**src/rtl/mult_arb_pkg.sv**
```systemverilog
// Shared types and defaults for the shared-multiplier arbiter.
// Holds the FSM state encoding and the helper used to size requester ids.
package mult_arb_pkg;

   typedef enum logic [3:0] {
      IDLE   = 4'd0,
      LOAD_A = 4'd1,
      LOAD_B = 4'd2,
      WAIT   = 4'd3,
      RESP   = 4'd4
   } state_t;

   localparam int DEF_N       = 4;
   localparam int DEF_W       = 8;
   localparam int DEF_TIMEOUT = 64;

   function automatic int id_width(input int n);
      return (n <= 2) ? 1 : $clog2(n);
   endfunction

endpackage

```
**src/rtl/rr_pick.sv**
```systemverilog
// Combinational round-robin picker: first set request at or after ptr, wrapping.
// Rotates the request vector by ptr, priority-encodes, then adds ptr back mod N.
module rr_pick
   import mult_arb_pkg::*;
#(
   parameter  int N  = DEF_N,
   localparam int IW = id_width(N)
) (
   input  logic [N-1:0]  req,
   input  logic [IW-1:0] ptr,
   output logic          any,
   output logic [IW-1:0] winner
);

   localparam int DW = $clog2(2 * N);

   logic [2*N-1:0] req_dbl;
   logic [N-1:0]   rot;
   logic [IW-1:0]  idx;
   logic [IW:0]    sum_raw;

   assign req_dbl = {req, req};

   genvar gi;
   generate
      for (gi = 0; gi < N; gi++) begin : g_rot
         assign rot[gi] = req_dbl[DW'(ptr) + DW'(gi)];
      end
   endgenerate

   // Lowest set bit of the rotated vector is the nearest requester after ptr.
   always_comb begin
      idx = '0;
      for (int i = N - 1; i >= 0; i--) begin
         if (rot[i]) idx = IW'(i);
      end
   end

   assign sum_raw = {1'b0, idx} + {1'b0, ptr};
   assign winner  = (sum_raw >= (IW+1)'(N)) ? IW'(sum_raw - (IW+1)'(N)) : sum_raw[IW-1:0];
   assign any     = |req;

endmodule

```
**src/rtl/mult_share_arbiter.sv**
```systemverilog
// Shares one sequential shift-and-add multiplier among N requesters.
// Round-robin grant, A/B operand sequencing, done/timeout wait, tagged response.
module mult_share_arbiter
   import mult_arb_pkg::*;
#(
   parameter int N       = DEF_N,
   parameter int W       = DEF_W,
   parameter int TIMEOUT = DEF_TIMEOUT
) (
   input  logic                    i_clk,
   input  logic                    i_rst,
   input  logic [N-1:0]            req,
   input  logic [N*W-1:0]          opa,
   input  logic [N*W-1:0]          opb,
   output logic                    rsp_valid,
   output logic [id_width(N)-1:0]  rsp_id,
   output logic [2*W-1:0]          rsp_product,
   output logic                    rsp_err,
   output logic                    busy,
   output logic                    mul_start,
   output logic [W-1:0]            mul_data,
   input  logic                    mul_done,
   input  logic [W-1:0]            mul_acc,
   input  logic [W-1:0]            mul_a
);

   localparam int IW = id_width(N);
   localparam int TW = $clog2(TIMEOUT);

   state_t          state_reg, state_next;
   logic [IW-1:0]   ptr_reg, ptr_next;
   logic [IW-1:0]   id_reg, id_next;
   logic [W-1:0]    b_reg, b_next;
   logic [TW-1:0]   timer_reg, timer_next;
   logic            rsp_valid_reg, rsp_valid_next;
   logic [IW-1:0]   rsp_id_reg, rsp_id_next;
   logic [2*W-1:0]  rsp_product_reg, rsp_product_next;
   logic            rsp_err_reg, rsp_err_next;
   logic            busy_reg, busy_next;
   logic            mul_start_reg, mul_start_next;
   logic [W-1:0]    mul_data_reg, mul_data_next;

   logic            pick_any;
   logic [IW-1:0]   pick_id;

   rr_pick #(.N(N)) u_pick (
      .req    (req),
      .ptr    (ptr_reg),
      .any    (pick_any),
      .winner (pick_id)
   );

   always_ff @(posedge i_clk or posedge i_rst) begin
      if (i_rst) begin
         state_reg       <= IDLE;
         ptr_reg         <= '0;
         id_reg          <= '0;
         b_reg           <= '0;
         timer_reg       <= '0;
         rsp_valid_reg   <= 1'b0;
         rsp_id_reg      <= '0;
         rsp_product_reg <= '0;
         rsp_err_reg     <= 1'b0;
         busy_reg        <= 1'b0;
         mul_start_reg   <= 1'b0;
         mul_data_reg    <= '0;
      end else begin
         state_reg       <= state_next;
         ptr_reg         <= ptr_next;
         id_reg          <= id_next;
         b_reg           <= b_next;
         timer_reg       <= timer_next;
         rsp_valid_reg   <= rsp_valid_next;
         rsp_id_reg      <= rsp_id_next;
         rsp_product_reg <= rsp_product_next;
         rsp_err_reg     <= rsp_err_next;
         busy_reg        <= busy_next;
         mul_start_reg   <= mul_start_next;
         mul_data_reg    <= mul_data_next;
      end
   end

   // Outputs are registered, so each *_next is the value seen during state_next.
   always_comb begin
      state_next       = state_reg;
      ptr_next         = ptr_reg;
      id_next          = id_reg;
      b_next           = b_reg;
      timer_next       = timer_reg;
      rsp_valid_next   = 1'b0;
      rsp_id_next      = rsp_id_reg;
      rsp_product_next = rsp_product_reg;
      rsp_err_next     = rsp_err_reg;
      mul_start_next   = 1'b0;
      mul_data_next    = mul_data_reg;

      case (state_reg)
         IDLE: begin
            if (pick_any) begin
               id_next        = pick_id;
               b_next         = opb[int'(pick_id) * W +: W];
               mul_data_next  = opa[int'(pick_id) * W +: W];
               mul_start_next = 1'b1;
               state_next     = LOAD_A;
            end
         end
         LOAD_A: begin
            mul_data_next = b_reg;
            timer_next    = '0;
            state_next    = LOAD_B;
         end
         LOAD_B: begin
            state_next = WAIT;
         end
         WAIT: begin
            timer_next = timer_reg + 1'b1;
            // A done arriving on the last allowed cycle still counts as success.
            if (mul_done) begin
               rsp_valid_next   = 1'b1;
               rsp_id_next      = id_reg;
               rsp_product_next = {mul_acc, mul_a};
               rsp_err_next     = 1'b0;
               state_next       = RESP;
            end else if (timer_reg == TW'(TIMEOUT - 1)) begin
               rsp_valid_next   = 1'b1;
               rsp_id_next      = id_reg;
               rsp_product_next = '0;
               rsp_err_next     = 1'b1;
               state_next       = RESP;
            end
         end
         RESP: begin
            ptr_next   = (id_reg == IW'(N - 1)) ? '0 : id_reg + 1'b1;
            state_next = IDLE;
         end
         default: state_next = IDLE;
      endcase

      busy_next = (state_next != IDLE);
   end

   assign rsp_valid   = rsp_valid_reg;
   assign rsp_id      = rsp_id_reg;
   assign rsp_product = rsp_product_reg;
   assign rsp_err     = rsp_err_reg;
   assign busy        = busy_reg;
   assign mul_start   = mul_start_reg;
   assign mul_data    = mul_data_reg;

endmodule

```
**config.mk**
```make
export PLATFORM = sky130hd
export DESIGN_NAME = mult_share_arbiter
export DESIGN_NICKNAME = d
export VERILOG_FILES = /design/src/rtl/mult_arb_pkg.sv /design/src/rtl/rr_pick.sv /design/src/rtl/mult_share_arbiter.sv
export SDC_FILE = /design/constraint.sdc
export NUM_CORES = 1
export LEC_CHECK = 0
export CAP_MARGIN = 5
export CORE_MARGIN = 2
export CORE_UTILIZATION = 49
export CTS_BUF_LIST = sky130_fd_sc_hd__clkbuf_4
export CTS_CLUSTER_DIAMETER = 150
export DETAILED_ROUTE_END_ITERATION = 10
export PLACE_DENSITY = 0.88
export SLEW_MARGIN = 10
export SYNTH_ARGS = -nofsm -noshare
export SYNTH_HDL_FRONTEND = slang
export SYNTH_SLANG_ARGS = --single-unit
```
**constraint.sdc**
```tcl
create_clock -name i_clk -period 4.6 [get_ports i_clk]
set_clock_uncertainty 0.05 [all_clocks]
set_input_delay 0.46 -clock i_clk [delete_from_list [all_inputs] [get_ports i_clk]]
set_output_delay 0.46 -clock i_clk [all_outputs]
set_load 0.05 [all_outputs]
```
==> qor.yml, run 1 <==
status: "finished clean"
cp_top_family: "adder cells"
antenna_found_initial: 0
post_cts_buffers: 0
vdd_ir_drop_max_v: 0.000357
ios: 117
wirelength_mm: 7.63
htreeDepth: 2
synth_top_area_cell: "dfrtp_1"
slew_headroom_pct: 29.1
syn_inst: 322
cts-resized-gates: 0
ys_warn_count: 0
endpoint_kind: "register"
num_vias: 2842
wire_per_inst_um: 15.3
regArea_mm2: 0.00130
grt_max_degree: 53
synth_area_leaders: "dfrtp_1 43%, mux2i_1 7.9%, nand2_1 6.5%"
clock-sinks: 52
largest_reg_flops: 16
grt_pass1_vias: 2638
setup_viol: 0
drt-initial-drc-count: 180
place.gp.congestion: 0.783
fillers: 456
rows: 28
ctsHoldBuffers: 0
gr-total-overflow: 0
avgSynthCellArea_um2: 9.45
drive_gt1_share_pct: 8.00
fin_crit_sh_pct: 70.4
synth_common_cells: "53 x nand2_1, 52 x dfrtp_1, 32 x o21ai_0, 27 x nand3_1, 24 x mux2i_1"
start_kind: "register"
nNetsFinal: 515
worstPathArrival_ns: 3.42
start_util_pct: 51.1
syn_to_final_growth_pct: 41.4
avgViaCountPerCell: 5.68
worst_pin_slew_ns: 1.06
dieArea_mm2: 0.00686
firstDrtPassIters: 5
path_cells: "ha_1, mux4_1, a21oi_1, nor2_1, ha_2, buf_4, mux2i_1, and3_2, o31ai_1"
worstSetupPathType: "register to register"
io_buffers: 116
worstHoldPathType: "register to register"
die_x_um: 82.8
synthesis.nets: 413
cts_tree: "done"
period_needed_ns: 3.24
async_flop_share_pct: 100
cpPeakStageDelay_ns: 0.77
multi_input_area_mm2: 0.00161
placed_area_mm2: 0.00420
clk_path_buf_depth: 2
required_ns: 4.78
numCtsBuffers: 5
synth-main-ff-cell: "dfrtp_1"
p_leak_nw: 1.85
seq_area_frac_synth_pct: 42.7
root_buffer: "clkbuf_4"
synth_cell_types: 43
grt_first_pass_wirelength_mm: 12.6
fin_setup_tns_ns: 0
synth_top_area_share_pct: 42.7
worstPathMaxFanout: 26
crit_buf_inv: 1
fin_util_pct: 72.3
fmax_mhz: 309
finalMaxSlewViolations: 0
fin_area_mm2: 0.00430
drc_errors: 0
grt_usage_pct: 22.0
core_mm2: 0.00596
synthesis.area_mm2: 0.00304
clk_pin_slew_ns: 0.15
ys_ff_latch: 52
p_per_area_mw_per_mm2: 570
rsz0062_at_grt: "false"
synth_most_common_cell: "nand2_1"
cap_violations: 0
drtAntennaViolNets: 0
hpwl_mm: 5.64
insertion_delay_ns: 0.36
finalHoldViolCount: 0
antenna_cells: 0
holdWs_ns: 0.449
synth_edf_count: 0
die_y_um: 82.8
cpMaxStageDelayCell: "ha_2"
## metal layers
metal	share of wire [%]	GRT usage, %	vias up
li1	-	-	1378
met1	42	28.1	1333
met2	50	37.8	125
met3	7.5	6.26	6
met4	0.63	3.87	0
met5	0	0	-
## placed cells by master (no fill, tap or decap), types with 7 or more instances in the layout
cell,count
a221oi_1,7
and3_2,8
nand2_1,53
o21ai_0,32
mux2i_1,24
o31ai_1,9
clkdlybuf4s50_1,116
a22o_1,16
nand3_1,27
a31oi_1,9
nor2b_1,10
nor2_1,10
dfrtp_1,52
## power by group
group	switching, mW	internal (mW)	leakage [nW]	total (mW)
clock	0.146	0.171	0.0558	0.317
combinational	0.855	0.579	1.13	1.43
sequential	0.102	0.599	0.665	0.701
## kinds of logic after synthesis
group | synth area share, %
AO/OA/AOI/OAI | 18.4
multiplexers | 11.8
flip-flops | 42.7
XOR/XNOR | 0.576
other | 0.123
buffers and inverters | 4.52
AND/OR/NAND/NOR | 20.1
adder cells (fa/ha/maj) | 1.64
## path summary, 6_finish.rpt
check	startpoint	endpoint	slack (ns)	depth (start not counted)
setup / recovery	ptr_reg[0]	b_reg[1]	1.36	9
hold reg to reg	timer_reg[5]	timer_reg[5]	0.45	1
max in group asynchronous	i_rst	rsp_product[4]	3.25	2
min in group asynchronous	i_rst	timer_reg[2]	0.61	2
setup reg to reg	ptr_reg[0]	b_reg[1]	1.36	9
hold / removal	timer_reg[5]	timer_reg[5]	0.45	1
## cell type report
cell class	count	share of cell area, %
Clock buffer	5	0.872
Clock inverter	3	1.60
Inverter	5	0.436
Multi-Input combinational cell	242	37.4
Sequential cell	52	30.2
Tap cell	75	2.18
Timing Repair Buffer	118	27.3
## worst reg2reg max path, stage by stage (launching register included)
cell and delay, ns:
dfrtp_1 0.51, ha_1 0.37, mux4_1 0.34, a21oi_1 0.17, nor2_1 0.06, ha_2 0.77
buf_4 0.36, mux2i_1 0.23, and3_2 0.20, o31ai_1 0.06
## through the flow
| step | setup WS, ns | power (mW) | instances |
|---|---|---|---|
| after global routing | 1.12 | 2.60 | 500 |
| after floorplan | 1.68 | 1.76 | 322 |
| final | 1.36 | 2.45 | 500 |
| after CTS | 1.36 | 2.46 | 500 |
| after detailed placement | 1.04 | 2.15 | 492 |
| after global placement | 1.16 | 2.10 | 492 |
Power figures use the tool's default switching activity.
==> inputs of run 2 (changes only) <==
--- a/config.mk
+++ b/config.mk
@@ -7,11 +7,11 @@
 export LEC_CHECK = 0
 export CAP_MARGIN = 5
 export CORE_MARGIN = 2
-export CORE_UTILIZATION = 49
+export CORE_UTILIZATION = 46
 export CTS_BUF_LIST = sky130_fd_sc_hd__clkbuf_4
 export CTS_CLUSTER_DIAMETER = 150
 export DETAILED_ROUTE_END_ITERATION = 10
-export PLACE_DENSITY = 0.88
+export PLACE_DENSITY = 0.83
 export SLEW_MARGIN = 10
 export SYNTH_ARGS = -nofsm -noshare
 export SYNTH_HDL_FRONTEND = slang
==> constraint.sdc (replaced) <==
create_clock -name i_clk -period 3.01 [get_ports i_clk]
set_clock_uncertainty 0.05 [all_clocks]
set_input_delay 0.301 -clock i_clk [delete_from_list [all_inputs] [get_ports i_clk]]
set_output_delay 0.301 -clock i_clk [all_outputs]
set_load 0.05 [all_outputs]
==> run 2 against run 1 <==
Net effect: power up 51%; via count rose by 0.67%; clock-buffer cell count unchanged.
==> qor.yml, run 2 (same netlist as run 1, synthesis figures left out) <==
status: "finished clean"
path_cells: "mux4_1, inv_1, a21oi_1, nor2_1, ha_2, xor2_1, nand3_4, a221oi_1, o31ai_1"
rrSetupSlack_ns: 0.22  # -1.14 ns
wirelength_mm: 7.70  # +0.87%
finalMaxSlewViolations: 0  # unchanged
crit_buf_inv: 1  # unchanged
fin_setup_tns_ns: 0  # unchanged
setup_viol: 0  # unchanged
cp_top_family: "multiplexers"
syn_to_final_growth_pct: 43.3
most-common-layout-cells: "116 x clkdlybuf4s50_1, 53 x nand2_1, 51 x dfrtp_1"
place_ws_ns: -0.0637  # -1.10 ns
root_buffer: "clkbuf_4"
seqPwrFrac_pct: 29.0  # +0.4 points
antenna_found_initial: 0  # unchanged
grt_usage_pct: 21.5  # -0.53 points
start_kind: "register"
clock-sinks: 52  # unchanged
drtAntennaViolNets: 0  # unchanged
drc_errors: 0  # unchanged
swShare_pct: 46.7  # +1.8 points
cpPeakStageDelay_ns: 0.65  # -0.12 ns
fin_crit_sh_pct: 92.8  # +22 points
place.gp.congestion: 0.802  # +2.5%
start_util_pct: 47.7  # -3.4 points
grt_max_degree: 53  # unchanged
drt-initial-drc-count: 144  # -20%
antenna_cells: 0  # unchanged
placed_area_mm2: 0.00430  # +2.3%
final_common_cell: "clkdlybuf4s50_1"
fmax_mhz: 358  # +16%
firstDrtPassIters: 4  # -1
clockPowerShare_pct: 8.8  # -4.1 points
gr-total-overflow: 0  # unchanged
rows: 29  # +3.6%
num_vias: 2861  # +0.67%
core_mm2: 0.00639  # +7.2%
multi_input_area_mm2: 0.00162  # +0.47%
grt_first_pass_wirelength_mm: 12.8  # +1.7%
nNetsFinal: 526  # +2.1%
reg2reg_depth: 9  # unchanged
ios: 117  # unchanged
r2r_start: "ptr_reg[1]"
largest_reg_flops: 16  # unchanged
comb_power_share_pct: 62.2  # +3.7 points
clk_pin_slew_ns: 0.16  # about the same
clk_path_buf_depth: 2  # unchanged
timing.rr.end: "b_reg[3]"
worstPathMaxFanout: 17  # -35%
die_x_um: 85.4  # +3.1%
cap_violations: 0  # unchanged
rsz0062_at_grt: "false"
io_buffers: 116  # unchanged
insertion_delay_ns: 0.37  # about the same
required_ns: 3.23  # -1.55 ns
p_sw_mw: 1.73  # +57%
dieArea_mm2: 0.00728  # +6.2%
cpMaxStageDelayCell: "mux4_1"
total_power_mw: 3.70  # +51%
internal-power_mw: 1.97  # +46%
die_y_um: 85.4  # +3.1%
drive_gt1_share_pct: 10.6  # +2.6 points
endpoint_kind: "register"
p_leak_nw: 1.88  # +1.7%
cts_tree: "done"
avgViaCountPerCell: 5.58  # -1.9%
grt_pass1_vias: 2829  # +7.2%
worst_pin_slew_ns: 0.654  # -0.407 ns
fillers: 519  # +14%
p_per_area_mw_per_mm2: 847  # +49%
layout_setup_ws_ns: 0.216  # -1.14 ns
period_needed_ns: 2.79  # -0.446 ns
finalHoldViolCount: 0  # unchanged
wire_per_inst_um: 15.0  # -1.7%
numCtsBuffers: 5  # unchanged
regArea_mm2: 0.00130  # about the same
htreeDepth: 2  # unchanged
vdd_ir_drop_max_v: 0.000558  # +56%
worstHoldPathType: "primary input to async pin"
hpwl_mm: 5.81  # +3.0%
slew_headroom_pct: 56.4  # +27 points
fin_area_mm2: 0.00436  # +1.4%
startpoint: "ptr_reg[1]"
worstPathArrival_ns: 3.01  # -0.41 ns
worstSetupPathType: "register to register"
-- run 2: cell types whose count changed in the layout (fill, tap and decap cells not counted) --
cell / delta
buf_4: +10
nand3_4: +1
bufinv_16: -2
clkinvlp_4: +1
clkinv_2: +1
buf_12: +1
dfrtp_2: +1
nand3_2: -1
dfrtp_1: -1
-- run 2: worst register-to-register path, cell delays in order, from the launching register on --
cell and delay (ns):
dfrtp_1 0.53, mux4_1 0.65, inv_1 0.08, a21oi_1 0.06, nor2_1 0.10, ha_2 0.21
xor2_1 0.29, nand3_4 0.23, a221oi_1 0.37, o31ai_1 0.12
-- run 2: timing repair --
action                                 in CTS  in global routing
setup endpoints to repair                   0                 14
endpoints found under the hold margin       0                  0
hold buffers                                0                  0
resized for setup                           0                  2
setup buffers                               0                  0
-- run 2: cell type report --
| type | count | area share (%) |
|---|---|---|
| inverter | 5 | 0.430 |
| clock buffer | 5 | 0.860 |
| tap | 77 | 2.21 |
| multi-input combinational | 242 | 37.0 |
| timing repair buffer | 129 | 29.1 |
| sequential | 52 | 29.9 |
| clock inverter | 3 | 0.488 |
-- run 2: per-stage QoR --
stage / instances / util (%) / hold WS (ns)
final: 513 / 68.3 / 0.366
after CTS: 513 / 68.2 / 0.373
after global placement: 505 / 67.3 / 0.408
after global routing: 513 / 68.3 / 0.401
after floorplan: 322 / - / 0.384
after detailed placement: 505 / 67.3 / 0.418
-- run 2: layer usage --
layer	global-route usage, %	vias to the layer above	wire, µm
met5	0	-	0
met4	3.32	0	55
met1	27.4	1339	3200
met2	37.1	126	3800
met3	6.13	8	640
li1	-	1388	-
-- run 2: power groups by stage --
stage | combinational (mW) | clock [mW] | sequential (mW)
floorplan | 1.14 | 0 | 1.55
global placement | 2.23 | 0 | 1.08
detailed placement | 2.29 | 0 | 1.08
CTS | 2.30 | 0.333 | 1.07
global route | 2.48 | 0.367 | 1.10
finish | 2.30 | 0.325 | 1.07
-- run 2: worst max path at each step --
| stage | cells past startpoint | end | slack, ns |
|---|---|---|---|
| finish | 9 | b_reg[3] | 0.22 |
| CTS | 9 | b_reg[3] | 0.14 |
| global route | 10 | mul_data[2] | 0.004 |
| global placement | 10 | b_reg[1] | 0.1 |
| floorplan | 11 | mul_data[1] | 0.09 |
| detailed placement | 10 | b_reg[3] | -0.06 |
==> inputs of run 3 (changes only) <==
--- a/config.mk
+++ b/config.mk
@@ -11,8 +11,9 @@
 export CTS_BUF_LIST = sky130_fd_sc_hd__clkbuf_4
 export CTS_CLUSTER_DIAMETER = 150
 export DETAILED_ROUTE_END_ITERATION = 10
+export GPL_ROUTABILITY_DRIVEN = 0
 export PLACE_DENSITY = 0.83
-export SLEW_MARGIN = 10
+export SLEW_MARGIN = 40
 export SYNTH_ARGS = -nofsm -noshare
 export SYNTH_HDL_FRONTEND = slang
 export SYNTH_SLANG_ARGS = --single-unit
==> constraint.sdc (replaced) <==
create_clock -name i_clk -period 3.05 [get_ports i_clk]
set_clock_uncertainty 0.05 [all_clocks]
set_input_delay 0.305 -clock i_clk [delete_from_list [all_inputs] [get_ports i_clk]]
set_output_delay 0.305 -clock i_clk [all_outputs]
set_load 0.05 [all_outputs]
==> run 3 against run 2 <==
Net effect: wire length grew 2.0%; combinational power is essentially flat; sequential power is essentially flat; via count grew 0.80%; flip-flop and latch count is the same; worst setup slack gained 0.015 ns; global-route usage grew 0.40 points; final cell count is the same; non-clock buffer count is the same; largest power group unchanged; sequential share of layout area is essentially flat.
==> qor.yml, run 3 (same netlist as run 1, synthesis figures left out) <==
path_cells: "mux4_1, inv_1, a21oi_1, nor2_1, ha_2, xor2_1, nand3_4, a221oi_1, o31ai_1"
avgViaCountPerCell: 5.62  # +0.80%
htreeDepth: 2  # unchanged
clk_pin_slew_ns: 0.16  # about the same
grt_usage_pct: 21.9  # +0.40 points
wirelength_mm: 7.85  # +2.0%
setup_viol: 0  # unchanged
ios: 117  # unchanged
drt-initial-drc-count: 118  # -18%
fin_area_mm2: 0.00437  # about the same
endpoint_kind: "register"
finalMaxSlewViolations: 0  # unchanged
insertion_delay_ns: 0.38  # about the same
multi_input_area_mm2: 0.00162  # unchanged
cpMaxStageDelayCell: "mux4_1"
cap_violations: 0  # unchanged
p_leak_nw: 1.88  # +0.12%
num_vias: 2884  # +0.80%
fin_util_pct: 68.4  # about the same
p_sw_mw: 1.72  # -0.25%
drc_errors: 0  # unchanged
die_x_um: 85.4  # unchanged
crit_end: "b_reg[4]"
internal-power_mw: 1.95  # -0.85%
grt_pass1_vias: 2820  # -0.32%
dieArea_mm2: 0.00728  # unchanged
worstHoldPathType: "primary input to async pin"
placed_area_mm2: 0.00430  # unchanged
clk_path_buf_depth: 2  # unchanged
core_mm2: 0.00639  # unchanged
swShare_pct: 46.9  # +0.15 points
regArea_mm2: 0.00130  # about the same
most-common-layout-cells: "116 x clkdlybuf4s50_1, 53 x nand2_1, 52 x dfrtp_1"
fin_setup_tns_ns: 0  # unchanged
fmax_mhz: 355  # -0.89%
die_y_um: 85.4  # unchanged
grt_first_pass_wirelength_mm: 12.8  # unchanged
fin_crit_sh_pct: 92.4  # -0.39 points
drtAntennaViolNets: 0  # unchanged
hpwl_mm: 5.93  # +2.0%
slew_headroom_pct: 59.6  # +3.2 points
worst_pin_slew_ns: 0.606  # -0.0482 ns
comb_power_share_pct: 62.1  # about the same
startpoint: "ptr_reg[1]"
start_util_pct: 47.7  # unchanged
rrSetupSlack_ns: 0.23  # about the same
worstPathArrival_ns: 3.05  # +0.04 ns
clockPowerShare_pct: 9.0  # +0.2 points
cpPeakStageDelay_ns: 0.65  # about the same
firstDrtPassIters: 4  # unchanged
start_kind: "register"
rsz0062_at_grt: "false"
r2r_start: "ptr_reg[1]"
fillers: 504  # -2.9%
period_needed_ns: 2.82  # +0.0251 ns
seqPwrFrac_pct: 28.8  # -0.2 points
worstPathMaxFanout: 17  # unchanged
syn_to_final_growth_pct: 43.4  # about the same
gr-total-overflow: 0  # unchanged
largest_reg_flops: 16  # unchanged
root_buffer: "clkbuf_4"
clock-sinks: 52  # unchanged
p_per_area_mw_per_mm2: 842  # -0.63%
rows: 29  # unchanged
timing.rr.end: "b_reg[4]"
numCtsBuffers: 5  # unchanged
required_ns: 3.28  # +0.05 ns
nNetsFinal: 526  # unchanged
grt_max_degree: 39  # -26%
antenna_found_initial: 0  # unchanged
final_common_cell: "clkdlybuf4s50_1"
reg2reg_depth: 9  # unchanged
antenna_cells: 0  # unchanged
io_buffers: 116  # unchanged
wire_per_inst_um: 15.3  # +2.0%
cts_tree: "done"
vdd_ir_drop_max_v: 0.000680  # +22%
status: "finished clean"
worstSetupPathType: "register to register"
drive_gt1_share_pct: 10.3  # -0.23 points
finalHoldViolCount: 0  # unchanged
==> run 3: cell types whose count changed in the layout (fill, tap and decap cells not counted) <==
| cell | delta |
|---|---|
| clkinv_2 | -1 |
| dfrtp_1 | +1 |
| dfrtp_2 | -1 |
| inv_6 | +1 |
==> run 3: final cells by class <==
cell class	count	area share, %
inverters	5	0.430
clock inverters	3	0.573
clock buffers	5	0.860
repair buffers	129	29.1
flip-flops and latches	52	29.8
well taps	77	2.21
multi-input cells	242	37.0
==> run 3: worst max-delay path, delay by kind of cell (launching register included) <==
kind            cells  cell delay [ns]
buf+inv             1             0.08
compound gates      3             0.57
simple gates        2             0.33
mux                 1             0.65
flops               1             0.53
fa+ha+maj           1             0.21
xor+xnor            1             0.30
==> run 3: repair_timing <==
action	in CTS	in global routing
hold buffers	0	0
setup buffers	0	0
resized for setup	0	1
setup endpoints to repair	0	3
==> run 3: stage by stage <==
| step | setup WS [ns] | hold WS, ns | cells | power [mW] |
|---|---|---|---|---|
| 2_1_floorplan | 0.126 | 0.388 | 322 | 2.66 |
| 3_3_place_gp | 0.129 | 0.407 | 505 | 3.28 |
| 3_5_place_dp | -0.00619 | 0.415 | 505 | 3.35 |
| 4_1_cts | 0.189 | 0.131 | 513 | 3.68 |
| 5_1_grt | 0.0172 | 0.138 | 513 | 3.91 |
| 6_report | 0.231 | 0.128 | 513 | 3.68 |
==> run 3: power groups by stage <==
stage / Combinational, mW / Clock, mW / Sequential [mW]
after floorplan: 1.13 / 0 / 1.53
after global placement: 2.21 / 0 / 1.07
after detailed placement: 2.27 / 0 / 1.07
after CTS: 2.28 / 0.344 / 1.06
after global routing: 2.45 / 0.371 / 1.09
final: 2.28 / 0.332 / 1.06
==> run 3: worst min path at each step <==
stage	startpoint	to	slack [ns]
finish	i_rst	timer_reg[4]	0.13
global route	i_rst	mul_data[2]	0.14
detailed placement	rsp_id[1]	rsp_id[1]	0.42
floorplan	mul_a[0]	rsp_product[0]	0.39
CTS	i_rst	rsp_product[11]	0.13
global placement	rsp_id[0]	rsp_id[0]	0.41
==> run 3: layer usage <==
metal  vias to the layer above  part of all wire, %  track usage [%]  wire length, µm
li1                       1390                    -                -                -
met1                      1355                   42             27.3             3290
met2                       131                   50             37.5             3890
met3                         8                  7.6             5.06              599
met4                         0                 0.84             6.93               66
met5                         -                    0                0                0
